## src/rtl/i2s_transmit_if.sv

```systemverilog
// Playback-source handshake bundle for the I2S transmitter: one stereo pair per valid/ready transfer.
interface i2s_transmit_if #(
    parameter int DATA_SIZE = 24
);
    logic [DATA_SIZE-1:0] left_data;
    logic [DATA_SIZE-1:0] right_data;
    logic                 valid;
    logic                 ready;

    modport master (output left_data, output right_data, output valid, input ready);
    modport slave  (input left_data, input right_data, input valid, output ready);
endinterface

```

## src/rtl/i2s_transmit.sv

```systemverilog
// I2S master transmitter: divides clk into SCK/WS and shifts stereo samples MSB-first onto SD.
// Define I2S_TX_UNDERRUN_REPEAT_EN to replay the last stereo pair on underrun instead of silence.
module i2s_transmit #(
    parameter int DATA_SIZE    = 24,
    parameter int CLK_FREQ     = 100_000_000,
    parameter int I2S_CLK_FREQ = 1_500_000
) (
    input  logic          clk,
    input  logic          rst,
    i2s_transmit_if.slave src,
    output logic          i2s_clk,
    output logic          i2s_ws,
    output logic          i2s_sd,
    output logic          underrun
);
    localparam int CLK_DIV = CLK_FREQ / (2 * I2S_CLK_FREQ);
    localparam int DIV_W   = (CLK_DIV > 1) ? $clog2(CLK_DIV) : 1;
    localparam logic [DIV_W-1:0] DIV_MAX = DIV_W'(CLK_DIV - 1);

    logic [DIV_W-1:0]     div_cnt;
    logic [5:0]           bit_cnt;
    logic [5:0]           next_b;
    logic                 wrap;
    logic                 fall;
    logic                 frame_load;
    logic                 capture;
    logic                 buf_full;
    logic                 buf_full_next;
    logic                 ready_q;
    logic [DATA_SIZE-1:0] buf_left;
    logic [DATA_SIZE-1:0] buf_right;
    logic [DATA_SIZE-1:0] shift_left;
    logic [DATA_SIZE-1:0] shift_right;
    logic [DATA_SIZE-1:0] load_left;
    logic [DATA_SIZE-1:0] load_right;
`ifdef I2S_TX_UNDERRUN_REPEAT_EN
    logic [DATA_SIZE-1:0] last_left;
    logic [DATA_SIZE-1:0] last_right;
`endif

    assign src.ready  = ready_q;
    assign wrap       = (div_cnt == DIV_MAX);
    assign fall       = wrap && i2s_clk;
    assign next_b     = bit_cnt + 6'd1;
    assign frame_load = fall && (next_b == 6'd0);
    assign capture    = src.valid && ready_q;

    // A capture can only happen while the buffer is empty, so it never collides with a draining load.
    always_comb begin
        buf_full_next = buf_full;
        if (capture) begin
            buf_full_next = 1'b1;
        end else if (frame_load) begin
            buf_full_next = 1'b0;
        end
    end

    always_comb begin
        load_left  = buf_left;
        load_right = buf_right;
        if (!buf_full) begin
`ifdef I2S_TX_UNDERRUN_REPEAT_EN
            load_left  = last_left;
            load_right = last_right;
`else
            load_left  = '0;
            load_right = '0;
`endif
        end
    end

    always_ff @(posedge clk) begin
        if (rst) begin
            div_cnt     <= '0;
            bit_cnt     <= 6'd63;
            i2s_clk     <= 1'b0;
            i2s_ws      <= 1'b0;
            i2s_sd      <= 1'b0;
            underrun    <= 1'b0;
            ready_q     <= 1'b1;
            buf_full    <= 1'b0;
            buf_left    <= '0;
            buf_right   <= '0;
            shift_left  <= '0;
            shift_right <= '0;
`ifdef I2S_TX_UNDERRUN_REPEAT_EN
            last_left   <= '0;
            last_right  <= '0;
`endif
        end else begin
            underrun <= 1'b0;
            buf_full <= buf_full_next;
            ready_q  <= !buf_full_next;
            if (capture) begin
                buf_left  <= src.left_data;
                buf_right <= src.right_data;
            end
            if (wrap) begin
                div_cnt <= '0;
                i2s_clk <= ~i2s_clk;
            end else begin
                div_cnt <= div_cnt + 1'b1;
            end
            // WS and SD move on the SCK falling edge so the DAC sees stable data on the rising edge.
            if (fall) begin
                bit_cnt <= next_b;
                i2s_ws  <= (next_b >= 6'd31) && (next_b <= 6'd62);
                if (frame_load) begin
                    i2s_sd      <= load_left[DATA_SIZE-1];
                    shift_left  <= load_left << 1;
                    shift_right <= load_right;
                    underrun    <= !buf_full;
`ifdef I2S_TX_UNDERRUN_REPEAT_EN
                    if (buf_full) begin
                        last_left  <= buf_left;
                        last_right <= buf_right;
                    end
`endif
                end else if (next_b[5]) begin
                    i2s_sd      <= shift_right[DATA_SIZE-1];
                    shift_right <= shift_right << 1;
                end else begin
                    i2s_sd     <= shift_left[DATA_SIZE-1];
                    shift_left <= shift_left << 1;
                end
            end
        end
    end
endmodule
```

## src/flat_wrapper.sv

```systemverilog
// flat-port wrapper written by rule: the top's interface ports become plain ports
module i2s_transmit_flat 
#(
    parameter int DATA_SIZE    = 24,
    parameter int CLK_FREQ     = 100_000_000,
    parameter int I2S_CLK_FREQ = 1_500_000
)
  (clk, rst, i2s_clk, i2s_ws, i2s_sd, underrun, src_left_data, src_right_data, src_valid, src_ready);
  i2s_transmit_if #(.DATA_SIZE(DATA_SIZE)) src_i ();
  input  logic clk;
  input  logic rst;
  output logic i2s_clk;
  output logic i2s_ws;
  output logic i2s_sd;
  output logic underrun;
  input wire logic [$bits(src_i.left_data)-1:0] src_left_data;
  input wire logic [$bits(src_i.right_data)-1:0] src_right_data;
  input wire logic [$bits(src_i.valid)-1:0] src_valid;
  output wire logic [$bits(src_i.ready)-1:0] src_ready;
  assign src_i.left_data = src_left_data;
  assign src_i.right_data = src_right_data;
  assign src_i.valid = src_valid;
  assign src_ready = src_i.ready;
  i2s_transmit #(.DATA_SIZE(DATA_SIZE), .CLK_FREQ(CLK_FREQ), .I2S_CLK_FREQ(I2S_CLK_FREQ)) u_core (.clk(clk), .rst(rst), .src(src_i), .i2s_clk(i2s_clk), .i2s_ws(i2s_ws), .i2s_sd(i2s_sd), .underrun(underrun));
endmodule
```

## config.mk

```make
export PLATFORM = sky130hd
export DESIGN_NAME = i2s_transmit_flat
export DESIGN_NICKNAME = d
export VERILOG_FILES = /design/src/rtl/i2s_transmit_if.sv /design/src/rtl/i2s_transmit.sv /design/src/flat_wrapper.sv
export SDC_FILE = /design/constraint.sdc
export NUM_CORES = 1
export LEC_CHECK = 0
export BUFFER_PORTS_ARGS = -buffer_cell sky130_fd_sc_hd__buf_2
export CORE_ASPECT_RATIO = 1.75
export CORE_MARGIN = 10
export CORE_UTILIZATION = 31
export CTS_CLUSTER_SIZE = 8
export DETAILED_ROUTE_END_ITERATION = 8
export PLACE_DENSITY_LB_ADDON = 0.25
export REMOVE_ABC_BUFFERS = 1
export SLEW_MARGIN = 20
export SYNTH_ARGS = -nofsm -noshare
export SYNTH_HDL_FRONTEND = slang
export SYNTH_SLANG_ARGS = --single-unit
```

## constraint.sdc

```tcl
create_clock -name clk -period 2.5 [get_ports clk]
set_input_delay 0.5 -clock clk [delete_from_list [all_inputs] [get_ports clk]]
set_output_delay 0.5 -clock clk [all_outputs]
set_load 0.005 [all_outputs]
```

=== Word level (Yosys, flattened, before mapping) ===
Cells that the tools add are included.

* Reduce and logical (&&, ||, !) cells: 12
* Mux-type cells: 10
* Bitwise operators: 3
* Eq/ne operators: 2
* Order comparisons: 2
* Add/sub/neg operators: 2

{| class="wikitable"
|+ Operators with widths
! operator !! number
|-
| 2-to-1 mux 24 bit || 6
|-
| adder 6 x 1 -> 6 bit (second input constant) || 2
|-
| == test 6 bit (second input constant) || 1
|-
| greater-or-equal comparator 6 x 5 -> 1 bit (second input constant) || 1
|-
| less-or-equal comparator 6 bit (second input constant) || 1
|-
| zero test 6 bit || 1
|-
| logical AND 1 bit || 4
|-
| 2-to-1 mux 1 bit || 4
|-
| AND reduction 2 bit || 2
|-
| NOT 1 bit || 3
|-
| OR reduction 3 bit || 1
|-
| zero test 1 bit || 2
|-
| inequality test 2 bit (second input constant) || 1
|-
| nonzero test 2 bit || 1
|-
| OR reduction 2 bit || 1
|}

* Word-level logic and storage cells: 43
* Bits in registers: 114
* Input port bits: 51

=== Longest topological paths before layout ===
Gate-level depths: netlist (run 1).

* Depth in word-level cells: 6
* Depth in mapped cells: 11
* Mapped depth without buffers: 7

=== Worst setup path after synthesis (run 1) ===
No wires, ideal clock.

* Path kind: reg2reg
* From: reg u_core.bit_cnt[0]
* To: reg u_core.shift_left[10]
* Stages on the path, launching flop included: 9
* Slack: 0.467 ns
* Arrival: 1.911 ns
* Library setup time: 0.122 ns
* Clock period less this slack: 2.033 ns
* Cell sequence: dfxtp_1 -> nand3_2 -> or3_1 -> buf_6 -> and3_1 -> buf_6 -> and3_4 -> buf_6 -> a221o_1

* Cells in the longest elaborated chain, start to end: 5
* Elaborated cells on any way between the ends: 6

{| class="wikitable"
|+ RTL lines
! item !! line !! source
|-
| start: declaration || i2s_transmit.sv:21 || <nowiki>logic [5:0] bit_cnt;</nowiki>
|-
| start signal: assignment || i2s_transmit.sv:106 || <nowiki>bit_cnt <= next_b;</nowiki>
|-
| adder 6 x 1 -> 6 bit (*) || i2s_transmit.sv:44 || <nowiki>assign next_b = bit_cnt + 6'd1;</nowiki>
|-
| zero test 6 bit || i2s_transmit.sv:45 || <nowiki>assign frame_load = fall && (next_b == 6'd0);</nowiki>
|-
| logical AND 1 bit || i2s_transmit.sv:45 ||
|-
| inequality test 2 bit (no source line) || n/a ||
|-
| AND reduction 2 bit (no source line) || n/a ||
|-
| end signal: assignment || i2s_transmit.sv:110 || <nowiki>shift_left <= load_left << 1;</nowiki>
|-
| end signal: assignment || i2s_transmit.sv:124 || <nowiki>shift_left <= shift_left << 1;</nowiki>
|-
| end: declaration || i2s_transmit.sv:32 || <nowiki>logic [DATA_SIZE-1:0] shift_left;</nowiki>
|}

Every way passes the cells marked *; elsewhere a longest branch is shown, timed or not.
A chain may end at the register's enable or synchronous reset.

=== Worst setup path in the final report (run 1) ===
* From: reg u_core.bit_cnt[0]
* To: reg u_core.shift_right[8]

* Cells in the longest elaborated chain, start to end: 5
* Elaborated cells on any way between the ends: 6

{| class="wikitable"
|+ RTL lines
! item !! line !! source
|-
| adder 6 x 1 -> 6 bit (*) || i2s_transmit.sv:44 ||
|-
| zero test 6 bit || i2s_transmit.sv:45 ||
|-
| logical AND 1 bit || i2s_transmit.sv:45 ||
|-
| nonzero test 2 bit (no source line) || n/a ||
|-
| AND reduction 2 bit (no source line) || n/a ||
|-
| end signal: assignment || i2s_transmit.sv:111 || <nowiki>shift_right <= load_right;</nowiki>
|-
| end signal: assignment || i2s_transmit.sv:121 || <nowiki>shift_right <= shift_right << 1;</nowiki>
|-
| end: declaration || i2s_transmit.sv:33 || <nowiki>logic [DATA_SIZE-1:0] shift_right;</nowiki>
|}

Marks and branches as above.

==> impl_results.md, run 1 <==
- Initial DRC count: approximately 140
- Diodes inserted: 0
- Post-synth ARST share: 0%
- HPWL after DPL: around 7.4 mm
- Crit path max fanout: 25
- EDFF count, synth: 0
- Post-synth top cells: dfxtp_1, nand2_1, a21oi_1
- Final setup fails: 0
- Filler Cells Inserted: 1,592
- H-Tree Depth: 4
- Hold_sp: src_right_data[5]
- Psw: roughly 0.94 mW
- Critical R2R Launch: u_core.bit_cnt[0]
- Reg clk slew, reported paths: 0.05 ns
- Final WL: 11.05 mm
- Mapped Area: about 4700 um2
- Die area: between 20,000 and 25,000 um2
- Initial antenna violation count: 0
- Area Overhead vs Synth: 21.20%
- Max-cap violations: 0
- Total congestion overflow: 0
- Drc violations: 0
- Sw Share: 20.92%
- Share of cells above drive strength 1: between 20% and 30%
- Max Buffers Root-to-Sink: 2
- Int Pwr: 3.567 mW
- Pleak: about 2.3 nW
- Synth area leader: dfxtp_1
- Initial Util: between 30% and 40%
- Dominant synthesized flop cell: dfxtp_1
- Netlist cell types: 42
- Register area: between 2000 and 2500 um2
- WP data required: ~2.8 ns
- Synth Instances: between 500 and 600
- Max-slew violations: 0
- #FFs+latches synth: approximately 110
- Combinational share of power: under 10%
- Clk sinks: roughly 110
- Setup ws final: about 0.21 ns
- Peak VDD IR: 0.3360 mV
- Top cells by area, synth: dfxtp_1, nand2_1, a21oi_1, o221a_2, and2_1
- RSZ-0062 raised after global routing: no
- Peak Freq: around 0.44 GHz
- Latest clock arrival within the worst-skew pair: just over 0.4 ns
- # rows: slightly below 60
- Ys Warns: 0
- CTS Hold Bufs: 0
- Via density: about 4.9
- Avg WL per Cell: about 14 um
- Post-layout util: between 30% and 40%
- Tot GR Track Use: between 10 and 15%
- Largest net degree at the start of global routing: 51
- Die Ht: about 180 um
- CP startpoint: u_core.bit_cnt[0]
- Most frequent cell after synthesis: dfxtp_1
- CTS buffer count: 17
- Via count: 3,799
- Post-Syn Area per Cell: between 8 and 9 um2
- Sequential fraction of design power: about two fifths
- Worst-Margin Slew: around 0.65 ns
- Port Buffers: 55
- Routability cong.: approximately 0.74
- Clock root buffer: clkbuf_16
- Drt pass-1 iters: 4
- Crit. End Element: flip-flop
- First-pass GRT wire length: 18.48 mm
- Top Ports: 56
- Final worst-path cycle share: roughly nine tenths
- Routed Antenna Nets: 0
- Clock Power Share: between 50% and 60%
- Top cell type's share of synthesized area: 47.68%
- Die width: 113.5 um
- Worst setup path class: reg -> reg
- Final TNS setup: 0 ns
- Core area: around 15,000 um2
- Outcome: complete, no violations
- Pwr per Cell Area: just under 800 nW/um2
- Fin. Hold Viols: 0
- Nets: 644
- Startpoint Class: flip-flop
- CTS tree: done
- Multi-input gate area: roughly 2200 um2
- Sequential-to-total area share from yosys stat: 47.68%
- Final Skew: around 0.0067 ns
- Max-Slew Margin vs Limit: 56.73%
- Vias in the first global route: 3,924
- Crit path DAT: between 2 and 3 ns
- Tmin final: between 2 and 2.5 ns
- Hold crit path type: in -> reg
- Place WS: about 0.13 ns
[placed cells by master (no fill, tap or decap), types with 2 or more instances in the layout]
master,instances
a21oi_1,74
a221o_1,16
a311oi_1,3
a311oi_2,5
and2_1,30
and3_1,4
and4_1,10
buf_2,55
buf_4,14
bufinv_16,2
clkbuf_1,5
clkbuf_16,17
clkbuf_8,6
clkinv_2,2
dfxtp_1,113
ha_1,6
inv_1,28
nand2_1,110
nand2b_1,6
nand3_1,11
nand4_1,5
nor2_1,18
nor2b_1,2
nor3_1,3
o221a_2,23
xnor2_1,6
xor2_1,7
[area by class of cell]
class | count | area share, %
multi-input cells | 358 | 37.86
flip-flops and latches | 113 | 39.34
well taps | 183 | 3.982
repair buffers | 69 | 6.614
clock buffers | 28 | 9.160
clock inverters | 4 | 1.218
inverters | 28 | 1.828
[power by group through the flow]
stage	Combinational [mW]	Clock (mW)	Sequential, mW
after floorplan	0.114	0	1.92
after global placement	0.225	0	1.92
after detailed placement	0.229	0	1.92
after CTS	0.230	2.45	1.89
after global routing	0.260	2.55	1.89
final	0.223	2.40	1.89
[worst paths after layout]
path | endpoint | slack, ns | depth (start not counted)
setup reg to reg | u_core.shift_right[8] | 0.21 | 7
setup / recovery | u_core.shift_right[8] | 0.21 | 7
hold reg to reg | u_core.buf_right[5] | 0.45 | 2
hold / removal | u_core.buf_right[5] | 0.33 | 3
[timing repair]
action                     4_1_cts  5_1_grt
buffers inserted                 0        0
gates resized for setup          0        1
setup endpoints to repair        0       16
[registers in the layout (all words and copies together) (netlist names)]
name,count
u_core.buf_left,24
u_core.i2s_sd,1
u_core.bit_cnt,6
u_core.underrun,1
u_core.i2s_ws,1
u_core.shift_left,23
u_core.src.ready,1
u_core.shift_right,24
u_core.i2s_clk,1
u_core.buf_right,24
u_core.buf_full,1
u_core.div_cnt,6
[kinds of logic (layout without fill, tap and decap cells)]
logic type,count (synthesis),in the layout,share of synthesized area [%]
buffers and inverters,71,129,6.645
adder cells (fa/ha/maj),6,6,1.582
AO/OA/AOI/OAI,132,132,20.62
AND/OR/NAND/NOR,207,207,21.07
XOR/XNOR,13,13,2.400
flip-flops,113,113,47.68
[stage by stage]
step / power (mW) / instance area [um2] / hold WS (ns) / cells
6_report: 4.511 / 5751 / 0.3261 / 783
5_1_grt: 4.701 / 5751 / 0.3132 / 783
4_1_cts: 4.572 / 5744 / 0.3074 / 783
3_5_place_dp: 2.154 / 5147 / 0.4442 / 751
3_3_place_gp: 2.148 / 5147 / 0.4384 / 751
2_1_floorplan: 2.033 / 4534 / 0.4257 / 499
[worst max-delay path, stage by stage, from the launching register on]
cell,delay (ns)
dfxtp_1,0.38
ha_1,0.29
nor3_1,0.15
a31o_2,0.14
and3_1,0.22
buf_4,0.25
nand2_2,0.33
o221a_2,0.40
[per-layer routing]
layer	GRT usage, %	vias up	share of wire (%)
met3	3.758	11	4.2
met1	11.60	1765	42
met2	18.76	57	52
met4	5.148	0	1.5
li1	-	1966	-
met5	0	-	0
Power figures use the tool's default switching activity.
==> run 2: changes to the inputs <==
--- a/config.mk
+++ b/config.mk
@@ -5,10 +5,11 @@
 export SDC_FILE = /design/constraint.sdc
 export NUM_CORES = 1
 export LEC_CHECK = 0
+export ABC_AREA = 1
 export BUFFER_PORTS_ARGS = -buffer_cell sky130_fd_sc_hd__buf_2
 export CORE_ASPECT_RATIO = 1.75
 export CORE_MARGIN = 10
-export CORE_UTILIZATION = 31
+export CORE_UTILIZATION = 50
 export CTS_CLUSTER_SIZE = 8
 export DETAILED_ROUTE_END_ITERATION = 8
 export PLACE_DENSITY_LB_ADDON = 0.25
==> run 2 against run 1 <==
Sequential power about the same. Setup slack improved by 0.073 ns. Die area decreased by 27%. Maximum frequency increased by 3.3%. First-iteration DRC count increased by 47%. Clock-buffer cell count decreased by 7. Synthesized area increased by 11%. Synthesized cell count increased by 47%. Flip-flop and latch count unchanged. Final cell count increased by 25%. Via count increased by 27%. Largest power group unchanged.
==> impl_results.md, run 2 <==
- Final setup fails: 0 (unchanged)
- Largest net degree at the start of global routing: 59 (was 51)
- First-pass GRT wire length: 20.59 mm (was 18.48 mm)
- Port Buffers: 55 (unchanged)
- R2R setup slack: 0.29 ns (was 0.21 ns)
- Crit-path cells: nand3_2, o21bai_2, nand2_2, nor2_4, nand2_2, nand2_1, nand2_1, nor2_1, nor2_1 (was ha_1, nor3_1, a31o_2, and3_1, buf_4, nand2_2, o221a_2)
- Drt pass-1 iters: 5 (was 4)
- # rows: 49 (was 59)
- Nets: 896 (was 644)
- Top flop regs: u_core.buf_left x24, u_core.buf_right x24, u_core.shift_right x24 (unchanged)
- Final Skew: 0.01398 ns (was 0.006695 ns)
- Die Ht: 155.9 um (was 183.7 um)
- Post-CTS Repair Setup Buffers: 0 (unchanged)
- EDFF count, synth: 0 (unchanged)
- Total congestion overflow: 0 (unchanged)
- Vias in the first global route: 4,688 (was 3,924)
- Initial Util: 51.26% (was 31.66%)
- Peak VDD IR: 0.5474 mV (was 0.3360 mV)
- Mapped Area: 5280 um2 (was 4745 um2)
- Via count: 4,829 (was 3,799)
- Dominant synthesized flop cell: dfxtp_1 (unchanged)
- Max-Slew Margin vs Limit: 63.15% (was 56.73%)
- Avg WL per Cell: 12.26 um (was 14.11 um)
- Latest clock arrival within the worst-skew pair: 0.41 ns (about the same)
- CTS buffer count: 17 (unchanged)
- Share of cells above drive strength 1: 13.40% (was 22.00%)
- Crit path DAT: 2.52 ns (was 2.59 ns)
- Crit path max fanout: 25 (unchanged)
- Startpoint Class: flip-flop (unchanged)
- Netlist cell types: 28 (was 42)
- Top cell type's share of synthesized area: 42.84% (was 47.68%)
- Via density: 4.938 (was 4.852)
- Max-slew violations: 0 (unchanged)
- Max-cap violations: 0 (unchanged)
- Worst path top cell family by delay: simple AND/OR/NAND/NOR gates (unchanged)
- CTS Hold Bufs: 0 (unchanged)
- Top Ports: 56 (unchanged)
- Synth Instances: 799 (was 542)
- Clock root buffer: clkbuf_16 (unchanged)
- Tmin final: 2.214 ns (was 2.287 ns)
- #FFs+latches synth: 113 (unchanged)
- Post-synth ARST share: 0% (unchanged)
- Die width: 97.68 um (was 113.5 um)
- Die area: 15,230 um2 (was 20,850 um2)
- Initial antenna violation count: 0 (unchanged)
- Filler Cells Inserted: 992 (was 1,592)
- Most frequent cells in the layout: nand2_1, nor2_1, dfxtp_1 (was dfxtp_1, nand2_1, a21oi_1)
- Core area: 10,300 um2 (was 14,990 um2)
- Worst setup path class: reg -> reg (unchanged)
- Worst-Margin Slew: 0.5519 ns (was 0.6477 ns)
- Initial DRC count: 207 (was 141)
- WP data required: 2.80 ns (about the same)
- Routed Antenna Nets: 0 (unchanged)
- Top cells by area, synth: dfxtp_1, nand2_1, nor2_1, nand3_1, inv_1 (was dfxtp_1, nand2_1, a21oi_1, o221a_2, and2_1)
- Max Buffers Root-to-Sink: 2 (unchanged)
- CTS tree: done (unchanged)
- Peak Freq: 0.4517 GHz (was 0.4372 GHz)
- Outcome: complete, no violations (unchanged)
- Fin. Hold Viols: 0 (unchanged)
- Final TNS setup: 0 ns (unchanged)
- Post-synth top cells: nand2_1, nor2_1, dfxtp_1 (was dfxtp_1, nand2_1, a21oi_1)
- Resized Gates After CTS: 0 (unchanged)
- R2r endpoint: u_core.shift_right[6] (was u_core.shift_right[8])
- Hold path depth: 3 (unchanged)
- Final worst-path cycle share: 88.56% (was 91.49%)
- Worst Reg-to-Reg Cells: 9 (was 7)
- Clk sinks: 113 (unchanged)
- Pleak: 3.189 nW (was 2.265 nW)
- Tot GR Track Use: 16.16% (was 10.92%)
- Post-Syn Area per Cell: 6.608 um2 (was 8.754 um2)
- Ys Warns: 0 (unchanged)
- Critical R2R Launch: u_core.bit_cnt[2] (was u_core.bit_cnt[0])
- Slowest CP cell: dfxtp_1 (was o221a_2)
- Synth area leader: dfxtp_1 (unchanged)
- Diodes inserted: 0 (unchanged)
- Crit. End Element: flip-flop (unchanged)
- Hold_sp: src_left_data[20] (was src_right_data[5])
- Area Overhead vs Synth: 15.21% (was 21.20%)
- HPWL after DPL: 7.926 mm (was 7.420 mm)
- Reg clk slew, reported paths: 0.06 ns (was 0.05 ns)
- Drc violations: 0 (unchanged)
- Final WL: 11.99 mm (was 11.05 mm)
- Routability cong.: 0.8897 (was 0.7380)
- Hold_ws: 0.3376 ns (was 0.3261 ns)
- Pwr per Cell Area: 701.6 nW/um2 (was 784.4 nW/um2)
- RSZ-0062 raised after global routing: no (unchanged)
- CP startpoint: u_core.bit_cnt[2] (was u_core.bit_cnt[0])
- Most common cell after layout, fill and taps aside: nand2_1 (was dfxtp_1)
- H-Tree Depth: 4 (unchanged)
- Sequential-to-total area share from yosys stat: 42.84% (was 47.68%)
- Hold crit path type: in -> reg (unchanged)
- Buffer and inverter count on the worst path: 0 (was 1)
- Worst hold path endpoint: u_core.buf_left[20] (was u_core.buf_right[5])
- Most frequent cell after synthesis: nand2_1 (was dfxtp_1)
- Crit-path max cell delay: 0.49 ns (was 0.40 ns)
[run 2: area by class of cell]
type / count / area [um2] / share of cell area, %
multi-input combinational: 549 / 2419 / 39.76
sequential: 113 / 2262 / 37.19
clock buffer: 21 / 460.4 / 7.569
timing repair buffer: 67 / 377.9 / 6.211
inverter: 91 / 341.6 / 5.615
tap: 127 / 158.9 / 2.612
clock inverter: 10 / 63.81 / 1.049
[run 2: worst max-delay path by stage]
stage	end	depth (start not counted)
floorplan	u_core.shift_right[10]	12
global placement	u_core.shift_right[6]	9
detailed placement	u_core.shift_right[6]	9
CTS	u_core.shift_right[6]	9
global route	u_core.shift_right[15]	9
finish	u_core.shift_right[6]	9
[run 2: routing by layer]
metal	part of all wire, %	GRT usage, %
met5	0	0
met4	1.7	6.537
met3	5.2	5.233
met1	42	16.95
met2	51	28.96
[run 2: logic make-up (layout without fill, tap and decap cells)]
kind of cell	count (synthesis)	count (layout)	synth area share [%]
xor+xnor	2	2	0.3318
fa+ha+maj	6	6	1.422
compound gates	73	73	7.370
simple gates	468	468	36.64
buf+inv	137	189	11.40
flops	113	113	42.84
[run 2: power breakdown]
| group | switching, mW | internal (mW) |
|---|---|---|
| logic | 0.156 | 0.0946 |
| registers | 0.0352 | 1.88 |
| clock network | 0.808 | 1.30 |
[run 2: stage by stage]
stage                     power, mW  worst slack (ns)  instance area (um2)  cells  utilization [%]
after floorplan               2.091           0.09638                 5020    753                -
after global placement        2.193            0.3688                 5559    947            53.97
after detailed placement      2.201            0.3255                 5559    947            53.97
after CTS                     4.314            0.2769                 6083    978            59.06
after global routing          4.457            0.1106                 6083    978            59.06
final                         4.268            0.2861                 6083    978            59.06
[run 2: tightest hold or removal path: stages]
cell and delay (ns):
buf_2 0.07, o21ai_0 0.07, nor2_1 0.07
